**src/rtl/shift_flush_ctrl_if.sv**
```systemverilog
// Pixel-stream bus between the upstream source, the flush controller and the
// downstream window-buffer shift FIFO.
interface shift_flush_ctrl_if #(
    parameter int PXL_CHANNEL = 8
);
    logic                         i_enable_rx;
    logic [2:0][PXL_CHANNEL-1:0]  i_data;
    logic                         i_frame_end;
    logic                         o_ready;
    logic                         o_enable_tx;
    logic [2:0][PXL_CHANNEL-1:0]  o_data;
    logic                         o_flushing;
    logic                         o_flush_done;

    modport slave (
        input  i_enable_rx, i_data, i_frame_end,
        output o_ready, o_enable_tx, o_data, o_flushing, o_flush_done
    );

    modport master (
        output i_enable_rx, i_data, i_frame_end,
        input  o_ready, o_enable_tx, o_data, o_flushing, o_flush_done
    );
endinterface

```
**src/rtl/shift_flush_ctrl.sv**
```systemverilog
// Registered pixel pass-through that, on frame end, stalls upstream and injects
// FLUSH_DEPTH pad samples to push residual pixels out of the shift FIFO.
module shift_flush_ctrl #(
    parameter int PXL_CHANNEL = 8,
    parameter int FLUSH_DEPTH = 640,
    parameter int PAD_VALUE   = 0
) (
    input  logic                i_clk,
    input  logic                i_reset_n,
    shift_flush_ctrl_if.slave   bus
);
    localparam int CW = $clog2(FLUSH_DEPTH + 1);
    localparam logic [CW-1:0]          DEPTH_C = CW'(FLUSH_DEPTH);
    localparam logic [CW-1:0]          ONE_C   = CW'(1);
    localparam logic [PXL_CHANNEL-1:0] PAD_C   = PXL_CHANNEL'(PAD_VALUE);

    typedef enum logic [0:0] {
        PASS  = 1'b0,
        FLUSH = 1'b1
    } state_t;

    state_t                       state_r, state_s;
    logic [CW-1:0]                cnt_r, cnt_s;
    logic                         enable_tx_r, enable_tx_s;
    logic [2:0][PXL_CHANNEL-1:0]  data_r, data_s;
    logic                         flush_done_r, flush_done_s;

    // State register and registered outputs
    always_ff @(posedge i_clk or negedge i_reset_n) begin
        if (!i_reset_n) begin
            state_r      <= PASS;
            cnt_r        <= '0;
            enable_tx_r  <= 1'b0;
            data_r       <= '0;
            flush_done_r <= 1'b0;
        end else begin
            state_r      <= state_s;
            cnt_r        <= cnt_s;
            enable_tx_r  <= enable_tx_s;
            data_r       <= data_s;
            flush_done_r <= flush_done_s;
        end
    end

    // Next-state and next-output logic; pixels arriving during FLUSH are dropped
    always_comb begin
        state_s      = state_r;
        cnt_s        = cnt_r;
        enable_tx_s  = 1'b0;
        data_s       = data_r;
        flush_done_s = 1'b0;
        case (state_r)
            PASS: begin
                enable_tx_s = bus.i_enable_rx;
                if (bus.i_enable_rx) begin
                    data_s = bus.i_data;
                end else begin
                    data_s = data_r;
                end
                if (bus.i_frame_end) begin
                    state_s = FLUSH;
                    cnt_s   = DEPTH_C;
                end else begin
                    state_s = PASS;
                end
            end
            FLUSH: begin
                enable_tx_s = 1'b1;
                data_s      = {3{PAD_C}};
                cnt_s       = cnt_r - ONE_C;
                // Exiting on the last pad keeps the counter from ever wrapping
                if (cnt_r == ONE_C) begin
                    state_s      = PASS;
                    flush_done_s = 1'b1;
                end else begin
                    state_s      = FLUSH;
                    flush_done_s = 1'b0;
                end
            end
            default: begin
                state_s = PASS;
                cnt_s   = '0;
            end
        endcase
    end

    assign bus.o_ready      = (state_r == PASS);
    assign bus.o_flushing   = (state_r == FLUSH);
    assign bus.o_enable_tx  = enable_tx_r;
    assign bus.o_data       = data_r;
    assign bus.o_flush_done = flush_done_r;
endmodule

```
**src/flat_wrapper.sv**
```systemverilog
// flat-port wrapper written by rule: the top's interface ports become plain ports
module shift_flush_ctrl_flat 
#(
    parameter int PXL_CHANNEL = 8,
    parameter int FLUSH_DEPTH = 640,
    parameter int PAD_VALUE   = 0
)
  (i_clk, i_reset_n, bus_i_enable_rx, bus_i_data, bus_i_frame_end, bus_o_ready, bus_o_enable_tx, bus_o_data, bus_o_flushing, bus_o_flush_done);
  shift_flush_ctrl_if #(.PXL_CHANNEL(PXL_CHANNEL)) bus_i ();
  input  logic i_clk;
  input  logic i_reset_n;
  input wire logic [$bits(bus_i.i_enable_rx)-1:0] bus_i_enable_rx;
  input wire logic [$bits(bus_i.i_data)-1:0] bus_i_data;
  input wire logic [$bits(bus_i.i_frame_end)-1:0] bus_i_frame_end;
  output wire logic [$bits(bus_i.o_ready)-1:0] bus_o_ready;
  output wire logic [$bits(bus_i.o_enable_tx)-1:0] bus_o_enable_tx;
  output wire logic [$bits(bus_i.o_data)-1:0] bus_o_data;
  output wire logic [$bits(bus_i.o_flushing)-1:0] bus_o_flushing;
  output wire logic [$bits(bus_i.o_flush_done)-1:0] bus_o_flush_done;
  assign bus_i.i_enable_rx = bus_i_enable_rx;
  assign bus_i.i_data = bus_i_data;
  assign bus_i.i_frame_end = bus_i_frame_end;
  assign bus_o_ready = bus_i.o_ready;
  assign bus_o_enable_tx = bus_i.o_enable_tx;
  assign bus_o_data = bus_i.o_data;
  assign bus_o_flushing = bus_i.o_flushing;
  assign bus_o_flush_done = bus_i.o_flush_done;
  shift_flush_ctrl #(.PXL_CHANNEL(PXL_CHANNEL), .FLUSH_DEPTH(FLUSH_DEPTH), .PAD_VALUE(PAD_VALUE)) u_core (.i_clk(i_clk), .i_reset_n(i_reset_n), .bus(bus_i));
endmodule
```
**config.mk**
```make
export PLATFORM = sky130hd
export DESIGN_NAME = shift_flush_ctrl_flat
export DESIGN_NICKNAME = d
export VERILOG_FILES = /design/src/rtl/shift_flush_ctrl_if.sv /design/src/rtl/shift_flush_ctrl.sv /design/src/flat_wrapper.sv
export SDC_FILE = /design/constraint.sdc
export NUM_CORES = 1
export LEC_CHECK = 0
export BUFFER_PORTS_ARGS = -buffer_cell sky130_fd_sc_hd__buf_2
export CORE_UTILIZATION = 44
export DETAILED_ROUTE_END_ITERATION = 10
export PLACE_DENSITY = 0.75
export SLEW_MARGIN = 10
export SYNTH_ARGS = -nofsm -noshare
export SYNTH_HDL_FRONTEND = slang
export SYNTH_SLANG_ARGS = --single-unit
```
**constraint.sdc**
```tcl
create_clock -name i_clk -period 1.6 [get_ports i_clk]
set_clock_uncertainty 0.05 [all_clocks]
set_input_delay 0.16 -clock i_clk [delete_from_list [all_inputs] [get_ports i_clk]]
set_output_delay 0.16 -clock i_clk [all_outputs]
set_load 0.02 [all_outputs]
```
==> results of run 1 <==
-- sequential cells by signal (all words and copies together) (netlist names) --
register and cells:
u_core.bus.o_enable_tx 1, u_core.cnt_r 10, u_core.bus.o_flush_done 1, u_core.bus.o_data 24
u_core.bus.o_flushing 1
-- per-stage QoR --
| stage | power (mW) | hold slack, ns |
|---|---|---|
| floorplan | 1.52 | -0.186 |
| global placement | 1.67 | 0.165 |
| detailed placement | 1.70 | 0.177 |
| CTS | 2.37 | 0.0113 |
| global route | 2.49 | 0.0101 |
| finish | 2.35 | 0.0163 |
-- worst register-to-register path: cells and delay by family (launching register included) --
family	cells	cell delay, ns
adders and majority gates	1	0.25
xor gates and xnor gates	1	0.16
AOI/OAI and AO/OA	1	0.10
buffers and inverters	1	0.14
DFF	1	0.47
and+or+nand+nor	1	0.25
-- what timing repair did --
action	CTS	global route
hold endpoints to repair	37	0
pin swaps	0	0
gates resized for setup	4	1
endpoints found under the setup margin	1	1
hold buffers	1	0
buffers inserted	0	0
gates cloned	0	0
-- final timing paths --
check                                              endpoint                   startpoint  cells after the start  slack (ns)
max in group asynchronous   u_core.bus.o_flushing$_DFF_PN0_                    i_reset_n                      3        0.79
hold / removal             u_core.bus.o_data[2]$_DFFE_PN0P_                bus_i_data[2]                      3        0.02
setup reg to reg                u_core.cnt_r[4]$_DFFE_PN0P_  u_core.cnt_r[1]$_DFFE_PN0P_                      5        0.07
setup / recovery                u_core.cnt_r[4]$_DFFE_PN0P_  u_core.cnt_r[1]$_DFFE_PN0P_                      5        0.07
hold reg to reg                 u_core.cnt_r[8]$_DFFE_PN0P_  u_core.cnt_r[8]$_DFFE_PN0P_                      1        0.45
min in group asynchronous  u_core.bus.o_data[2]$_DFFE_PN0P_                    i_reset_n                      3        0.35
-- metal layers --
metal | wire [um] | up-vias
met3 | 193 | 7
li1 | - | 589
met2 | 1470 | 50
met5 | 0 | -
met4 | 48 | 0
met1 | 1440 | 572
-- area by class of cell --
class                      instances  area [um2]  share of cell area (%)
clock buffer                       7        55.1                    2.70
clock inverter                     1        30.0                    1.47
inverter                           3        12.5                   0.613
multi-input combinational         90         629                    30.9
sequential                        37         927                    45.5
tap                               46        57.6                    2.82
timing repair buffer              60         328                    16.1
-- power groups by stage --
| stage | clock [mW] | sequential (mW) | combinational, mW |
|---|---|---|---|
| 6_report | 0.658 | 1.21 | 0.484 |
| 5_1_grt | 0.728 | 1.23 | 0.533 |
| 4_1_cts | 0.676 | 1.21 | 0.488 |
| 3_5_place_dp | 0 | 1.22 | 0.482 |
| 3_3_place_gp | 0 | 1.21 | 0.461 |
| 2_1_floorplan | 0 | 1.20 | 0.325 |
-- cells in the final DEF (no fill, tap or decap), drive strengths merged, types with 2 or more instances in the layout --
cell,instances
o22ai,4
nand2,7
mux2i,28
clkbuf,7
xnor2,3
inv,2
nor3,3
ha,2
nor2,28
dfrtp,37
buf,59
-- logic make-up after synthesis --
logic type      count (synthesis)
simple gates                   50
flops                          37
mux                            28
buf+inv                         9
compound gates                  7
xor+xnor                        3
fa+ha+maj                       2
==> flow_summary.json, run 1 <==
{
  "final_util_pct": 59.7,
  "ys_seq_elements": 37,
  "yosys.cell_types.count": 29,
  "final_cell_area_mm2": 0.00204,
  "synth_top_area_cell": "dfrtp_1",
  "synth_most_common_cell": "dfrtp_1",
  "placed_area_mm2": 0.00193,
  "grtUsageMet3_pct": 4.23,
  "routed_wl_mm": 3.14,
  "p_leak_nw": 1.08,
  "synthSimpleGateAreaFrac_pct": 15.2,
  "min_period_ns": 1.53,
  "grt_pass1_vias": 1174,
  "power_switching_uw": 664,
  "grt_pass1_wl_mm": 5.35,
  "setup_slack_ns": 0.0680,
  "tns_ns": 0,
  "die-area_mm2": 0.00387,
  "crit_path_end_kind": "register",
  "synth-seq-area-share_pct": 58.1,
  "cp_num_buf_inv": 1,
  "antenna_found_initial": 0,
  "final_hold_viol_count": 0,
  "dp_hpwl_mm": 2.22,
  "ctsLongestPathBuffers": 2,
  "synthXorXnorAreaFrac_pct": 1.65,
  "dr.pass1.iters": 4,
  "worstMarginPinSlew_ns": 0.687,
  "avgRoutedWirePerCell_um": 12.9,
  "num_antenna_cells": 0,
  "syn_to_final_growth_pct": 27.9,
  "vias": 1218,
  "grtUsageTotal_pct": 17.7,
  "arrival_ns": 1.69,
  "clock.fmax_ghz": 0.653,
  "rows": 21,
  "cts-htree-levels": 2,
  "maxSlewHeadroom_pct": 54.2,
  "root_buffer": "clkbuf_4",
  "p_int_mw": 1.69,
  "place_ws_ns": 0.0980,
  "yosysWarnings": 0,
  "grt_use_met2_pct": 28.2,
  "die_w_um": 62.2,
  "rsz0062_at_grt": "no",
  "yosysTopAreaCellShare_pct": 58.1,
  "start_util_pct": 46.7,
  "vdd_drop_max_v": 0.000639,
  "critPathMaxFanout": 6,
  "die_h_um": 62.2,
  "crit_chain": "inv_1 -> ha_1 -> nor3b_1 -> xnor2_1 -> o22ai_1",
  "synth_top_flop_cell": "dfrtp_1",
  "clock_power_share_pct": 27.9,
  "power.share.switching_pct": 28.2,
  "fillers": 300,
  "synthMuxAreaShare_pct": 17.6,
  "pwr-share-comb_pct": 20.6,
  "finalNonFillerCells": 244,
  "port_buffers": 55,
  "busiest_layer": "met2",
  "synthAdderAreaFrac_pct": 1.57,
  "worst_ep_required_time_ns": 1.76,
  "status": "finished clean",
  "io_pins": 56,
  "insertion_delay_ns": 0.34,
  "drc": 0,
  "dp_cells": 235,
  "cap_violations": 0,
  "via_per_inst": 4.99,
  "final_nets": 227,
  "drive_above_1_share_pct": 36.9,
  "grt_use_met1_pct": 22.9,
  "overflow": 0,
  "fin_crit_sh_pct": 95.8,
  "critPathLaunchType": "register",
  "grt_max_degree": 38,
  "hold_class": "input port to register",
  "slowest_delay_ns": 0.47,
  "syn_avg_cell_area_um2": 11.7,
  "first_iter_violations": 47,
  "synth_area_leaders": "dfrtp_1 (58%), mux2i_1 (18%), nor2_1 (6.6%), nand2_1 (1.6%), xnor2_1 (1.6%)",
  "ys_top_cells_by_count": "dfrtp_1 (37), mux2i_1 (28), nor2_1 (28)",
  "worst_path_max_delay_cell": "dfrtp_1",
  "setup_violations": 0,
  "path_clk_slew_ns": 0.11,
  "ys_async_sr_fraction_pct": 100,
  "synth_cells": 136,
  "core_area_mm2": 0.00342,
  "path_class": "register to register",
  "numCtsBuffers": 5,
  "synth_nets": 166,
  "p_per_area_mw_per_mm2": 1150,
  "synth_compound_area_share_pct": 3.45,
  "synth_area_mm2": 0.00159,
  "crit_family": "flip-flops",
  "synth_edf_count": 0,
  "synth_top_family_by_area": "multiplexers",
  "finalMaxSlewViolations": 0,
  "cts_tree": "yes",
  "antenna_left": 0,
  "place_congestion": 0.796,
  "cts.sinks": 37,
  "seqPwrFrac_pct": 51.5
}
(Power assumes the default switching activity.)
==> run 2, diff against run 1 <==
- SLEW_MARGIN: 10 -> unset
- clock period: 1.6 -> 1.3 ns (I/O delays scaled with it)
==> flow_summary.json, run 2 (synthesis results as in run 1) <==
{
  "status": "finished, violations left",
  "violations": "negative setup slack",
  "die_h_um": 62.2,
  "cap_violations": 0,
  "setup_slack_ns": -0.160,
  "finalNonFillerCells": 290,
  "path_clk_slew_ns": 0.10,
  "critPathLaunchType": "register",
  "drc": 0,
  "num_antenna_cells": 0,
  "port_buffers": 55,
  "finalMaxSlewViolations": 0,
  "rsz0062_at_grt": "yes",
  "dr.pass1.iters": 4,
  "largest_register_ffs": 24,
  "clock_power_share_pct": 23.7,
  "critPathMaxFanout": 3,
  "grt_pass1_vias": 1545,
  "final_cell_mix": "buf_2 (53), dfrtp_1 (36), nor2_1 (28), mux2i_1 (28), dlygate4sd3_1 (24)",
  "place_ws_ns": -0.140,
  "power.share.switching_pct": 30.3,
  "antenna_left": 0,
  "setup_violations": 7,
  "seqPwrFrac_pct": 40.2,
  "total_power_mw": 3.53,
  "ctsLongestPathBuffers": 2,
  "worstMarginPinSlew_ns": 0.704,
  "crit_path_end_kind": "register",
  "antenna_found_initial": 0,
  "p_leak_nw": 1.34,
  "io_pins": 56,
  "pwr-share-comb_pct": 36.0,
  "numCtsBuffers": 5,
  "cts_tree": "yes",
  "min_period_ns": 1.46,
  "arrival_ns": 1.63,
  "grt_max_degree": 26,
  "cts.sinks": 37,
  "vdd_drop_max_v": 0.000946,
  "drive_above_1_share_pct": 43.0,
  "path_class": "register to register",
  "hold_depth": 3,
  "power_switching_mw": 1.07,
  "die-area_mm2": 0.00387,
  "place_congestion": 0.753,
  "final_nets": 273,
  "root_buffer": "clkbuf_4",
  "avgRoutedWirePerCell_um": 14.8,
  "grt_pass1_wl_mm": 7.08,
  "final_common_cell": "buf_2",
  "p_int_mw": 2.46,
  "routed_wl_mm": 4.30,
  "hold_class": "input port to register",
  "first_iter_violations": 63,
  "die_w_um": 62.2,
  "grtUsageTotal_pct": 24.3,
  "cts-htree-levels": 2,
  "insertion_delay_ns": 0.34,
  "p_per_area_mw_per_mm2": 1360,
  "syn_to_final_growth_pct": 62.2,
  "start_util_pct": 46.7,
  "fin_crit_sh_pct": 112,
  "overflow": 0,
  "dp_hpwl_mm": 2.54,
  "worst_ep_required_time_ns": 1.47,
  "clock.fmax_ghz": 0.685,
  "rows": 21,
  "ff2ff_path_depth": 3,
  "core_area_mm2": 0.00342,
  "maxSlewHeadroom_pct": 53.1,
  "vias": 1435,
  "via_per_inst": 4.95,
  "hold_slack_ns": 0.00116,
  "dp_cells": 252,
  "final_hold_viol_count": 0
}
-- run 2: final timing paths --
| check | startpoint | end | slack [ns] |
|---|---|---|---|
| max in group asynchronous | i_reset_n | u_core.bus.o_flushing$_DFF_PN0_ | 0.57 |
| worst min register to register | u_core.cnt_r[8]$_DFFE_PN0P_ | u_core.cnt_r[8]$_DFFE_PN0P_ | 0.44 |
| worst min-delay path | bus_i_data[11] | u_core.bus.o_data[11]$_DFFE_PN0P_ | 0.001 |
| worst max register to register | u_core.cnt_r[4]$_DFFE_PN0P_ | u_core.cnt_r[5]$_DFFE_PN0P_ | -0.16 |
| worst max-delay path | u_core.cnt_r[4]$_DFFE_PN0P_ | u_core.cnt_r[5]$_DFFE_PN0P_ | -0.16 |
| min in group asynchronous | i_reset_n | u_core.bus.o_data[9]$_DFFE_PN0P_ | 0.18 |
-- run 2: what timing repair did --
| action | 4_1_cts | 5_1_grt |
|---|---|---|
| gates cloned | 1 | 0 |
| gates resized for setup | 16 | 12 |
| setup endpoints to repair | 11 | 12 |
| hold endpoints to repair | 60 | 0 |
| pin swaps | 4 | 7 |
| hold buffers | 24 | 0 |
| setup buffers | 1 | 5 |
-- run 2: per-layer routing --
metal | global-route usage (%) | part of all wire [%]
met2 | 45.2 | 56
met1 | 26.0 | 38
met5 | 0 | 0
met4 | 11.6 | 1.6
met3 | 4.78 | 4.1
-- run 2: cell type report --
type / instances / area [um2]
tap: 46 / 57.6
multi-input combinational: 90 / 699
fill: 224 / 831
sequential: 37 / 927
clock inverter: 2 / 37.5
timing repair buffer: 106 / 788
clock buffer: 6 / 51.3
inverter: 3 / 23.8
-- run 2: power groups by stage --
stage          sequential [mW]  combinational [mW]  clock [mW]
2_1_floorplan             1.47               0.400           0
3_3_place_gp              1.42               0.928           0
3_5_place_dp              1.43               0.991           0
4_1_cts                   1.41                1.13       0.855
5_1_grt                   1.44                1.37       0.899
6_report                  1.42                1.27       0.838
-- run 2: worst max-delay path: stages, from the launching register on --
cell and delay, ns:
dfrtp_1 0.39, or4b_4 0.57, o311ai_2 0.23, o41ai_1 0.11
-- run 2: stage by stage --
| step | util, % | instance area (um2) | setup TNS (ns) |
|---|---|---|---|
| CTS | 73.5 | 2510 | -0.491 |
| global route | 75.7 | 2580 | -0.988 |
| floorplan | - | 1600 | -0.476 |
| global placement | 60.6 | 2070 | -0.432 |
| finish | 75.7 | 2580 | -0.509 |
| detailed placement | 60.6 | 2070 | -0.789 |
==> run 3, diff against run 2 <==
- BUFFER_PORTS_ARGS: -buffer_cell sky130_fd_sc_hd__buf_2 -> -buffer_cell sky130_fd_sc_hd__buf_4
==> flow_summary.json, run 3 (synthesis results as in run 1) <==
{
  "final_nets": 265,
  "start_util_pct": 46.7,
  "rows": 21,
  "core_area_mm2": 0.00342,
  "r2r_start": "u_core.cnt_r[2]$_DFFE_PN0P_",
  "syn_to_final_growth_pct": 62.3,
  "grt_pass1_vias": 1428,
  "tns_ns": -0.627,
  "worstMarginPinSlew_ns": 0.463,
  "dr.pass1.iters": 4,
  "finalMaxSlewViolations": 0,
  "slowest_delay_ns": 0.56,
  "dp_hpwl_mm": 2.72,
  "critPathMaxFanout": 3,
  "cts-htree-levels": 2,
  "grt_max_degree": 38,
  "p_per_area_mw_per_mm2": 1290,
  "port_buffers": 55,
  "hold_class": "input port to register",
  "root_buffer": "clkbuf_4",
  "die_w_um": 62.2,
  "io_pins": 56,
  "arrival_ns": 1.68,
  "status": "finished, violations left",
  "holdPathEnd": "u_core.bus.o_data[7]$_DFFE_PN0P_",
  "p_leak_nw": 1.29,
  "r2r_slack_ns": -0.19,
  "die-area_mm2": 0.00387,
  "cts.sinks": 37,
  "first_iter_violations": 32,
  "crit_path_end_kind": "register",
  "critPathLaunchType": "register",
  "drive_above_1_share_pct": 42.8,
  "violations": "negative setup slack",
  "min_period_ns": 1.49,
  "fin_crit_sh_pct": 115,
  "final_cell_mix": "buf_4 (73), dfrtp_1 (35), nor2_1 (28), mux2i_1 (28), dlygate4sd3_1 (20)",
  "cp_num_buf_inv": 0,
  "highest_layer": "met4",
  "vdd_drop_max_v": 0.000988,
  "numCtsBuffers": 5,
  "num_antenna_cells": 0,
  "crit_chain": "or4b_4 -> o311ai_4 -> o41ai_2",
  "cap_violations": 0,
  "vias": 1365,
  "met2WireLength_mm": 2.19,
  "hp-start": "bus_i_data[7]",
  "path_class": "register to register",
  "final_hold_viol_count": 0,
  "rsz0062_at_grt": "yes",
  "setup_violations": 7,
  "drt-met1-wl_mm": 1.79,
  "insertion_delay_ns": 0.34,
  "grt_pass1_wl_mm": 7.04,
  "ff2ff_path_depth": 3,
  "antenna_left": 0,
  "cts_tree": "yes",
  "overflow": 0,
  "largest_register_ffs": 24,
  "drc": 0,
  "r2r_end": "u_core.cnt_r[5]$_DFFE_PN0P_",
  "total_power_mw": 3.35,
  "avgRoutedWirePerCell_um": 14.9,
  "ctsLongestPathBuffers": 2,
  "die_h_um": 62.2,
  "clock.fmax_ghz": 0.670,
  "place_congestion": 0.756,
  "setup_slack_ns": -0.193,
  "worst_ep_required_time_ns": 1.48,
  "crit_family": "simple AND/OR/NAND/NOR gates",
  "maxSlewHeadroom_pct": 69.1,
  "final_common_cell": "buf_4",
  "path_clk_slew_ns": 0.11,
  "worst_path_max_delay_cell": "or4b_4",
  "hold_depth": 3,
  "antenna_found_initial": 0,
  "via_per_inst": 4.84,
  "routed_wl_mm": 4.19,
  "wl_met3_um": 160,
  "grtUsageTotal_pct": 23.8
}
[run 3: cell types whose count changed in the layout (fill, tap and decap cells not counted), sizes merged]
| cell | before | now |
|---|---|---|
| buf | 81 | 78 |
| bufbuf | 1 | 0 |
| bufinv | 1 | 0 |
| clkbuf | 6 | 8 |
| clkinvlp | 1 | 0 |
| dlygate4sd3 | 24 | 20 |
[run 3: metal layers]
metal	vias up	global-route usage (%)
met5	-	0
met4	0	9.59
met3	5	4.78
met2	34	40.5
met1	659	29.7
li1	667	-
[run 3: final cells by class]
class                           count  area [um2]
Inverter                            3        23.8
Tap cell                           46        57.6
Clock buffer                        8        58.8
Multi-Input combinational cell     90         702
Fill cell                         238         828
Sequential cell                    37         928
Timing Repair Buffer               98         817
[run 3: metrics by stage]
| stage | instance area (um2) | hold slack [ns] | utilization [%] | cells | setup slack (ns) |
|---|---|---|---|---|---|
| final | 2590 | 0.00201 | 75.8 | 282 | -0.193 |
| after global routing | 2590 | 0.0164 | 75.8 | 282 | -0.219 |
| after CTS | 2540 | 0.000965 | 74.3 | 279 | -0.190 |
| after detailed placement | 2170 | 0.0611 | 63.4 | 248 | -0.194 |
| after global placement | 2170 | 0.0552 | 63.4 | 248 | -0.106 |
| after floorplan | 1600 | -0.216 | - | 136 | -0.139 |
[run 3: tightest hold or removal path, delay by kind of cell]
kind,cells,cell delay [ns]
AND/OR/NAND/NOR,1,0.09
buffers and inverters,1,0.08
multiplexers,1,0.06
[run 3: where the power goes]
group          switching [mW]  leakage (nW)  internal [mW]
Sequential              0.147         0.480           1.30
Combinational           0.552         0.782          0.708
Clock                   0.372        0.0326          0.267
Total                    1.07          1.29           2.28
[run 3: how the worst max path moves through the flow]
stage               slack, ns                     endpoint                   startpoint  cells after the start
global route            -0.22  u_core.cnt_r[5]$_DFFE_PN0P_  u_core.cnt_r[3]$_DFFE_PN0P_                      3
CTS                     -0.19  u_core.cnt_r[5]$_DFFE_PN0P_  u_core.cnt_r[3]$_DFFE_PN0P_                      3
floorplan               -0.14  u_core.cnt_r[5]$_DFFE_PN0P_  u_core.cnt_r[2]$_DFFE_PN0P_                      3
detailed placement      -0.19  u_core.cnt_r[5]$_DFFE_PN0P_  u_core.cnt_r[4]$_DFFE_PN0P_                      3
finish                  -0.19  u_core.cnt_r[5]$_DFFE_PN0P_  u_core.cnt_r[2]$_DFFE_PN0P_                      3
global placement        -0.11  u_core.cnt_r[5]$_DFFE_PN0P_  u_core.cnt_r[4]$_DFFE_PN0P_                      3
[run 3: timing repair]
item,4_1_cts,5_1_grt
endpoints found under the hold margin,59,0
setup endpoints to repair,10,12
gates resized for setup,19,6
cloned,0,0
buffers inserted,3,3
hold buffers,20,0
pin swaps,8,4
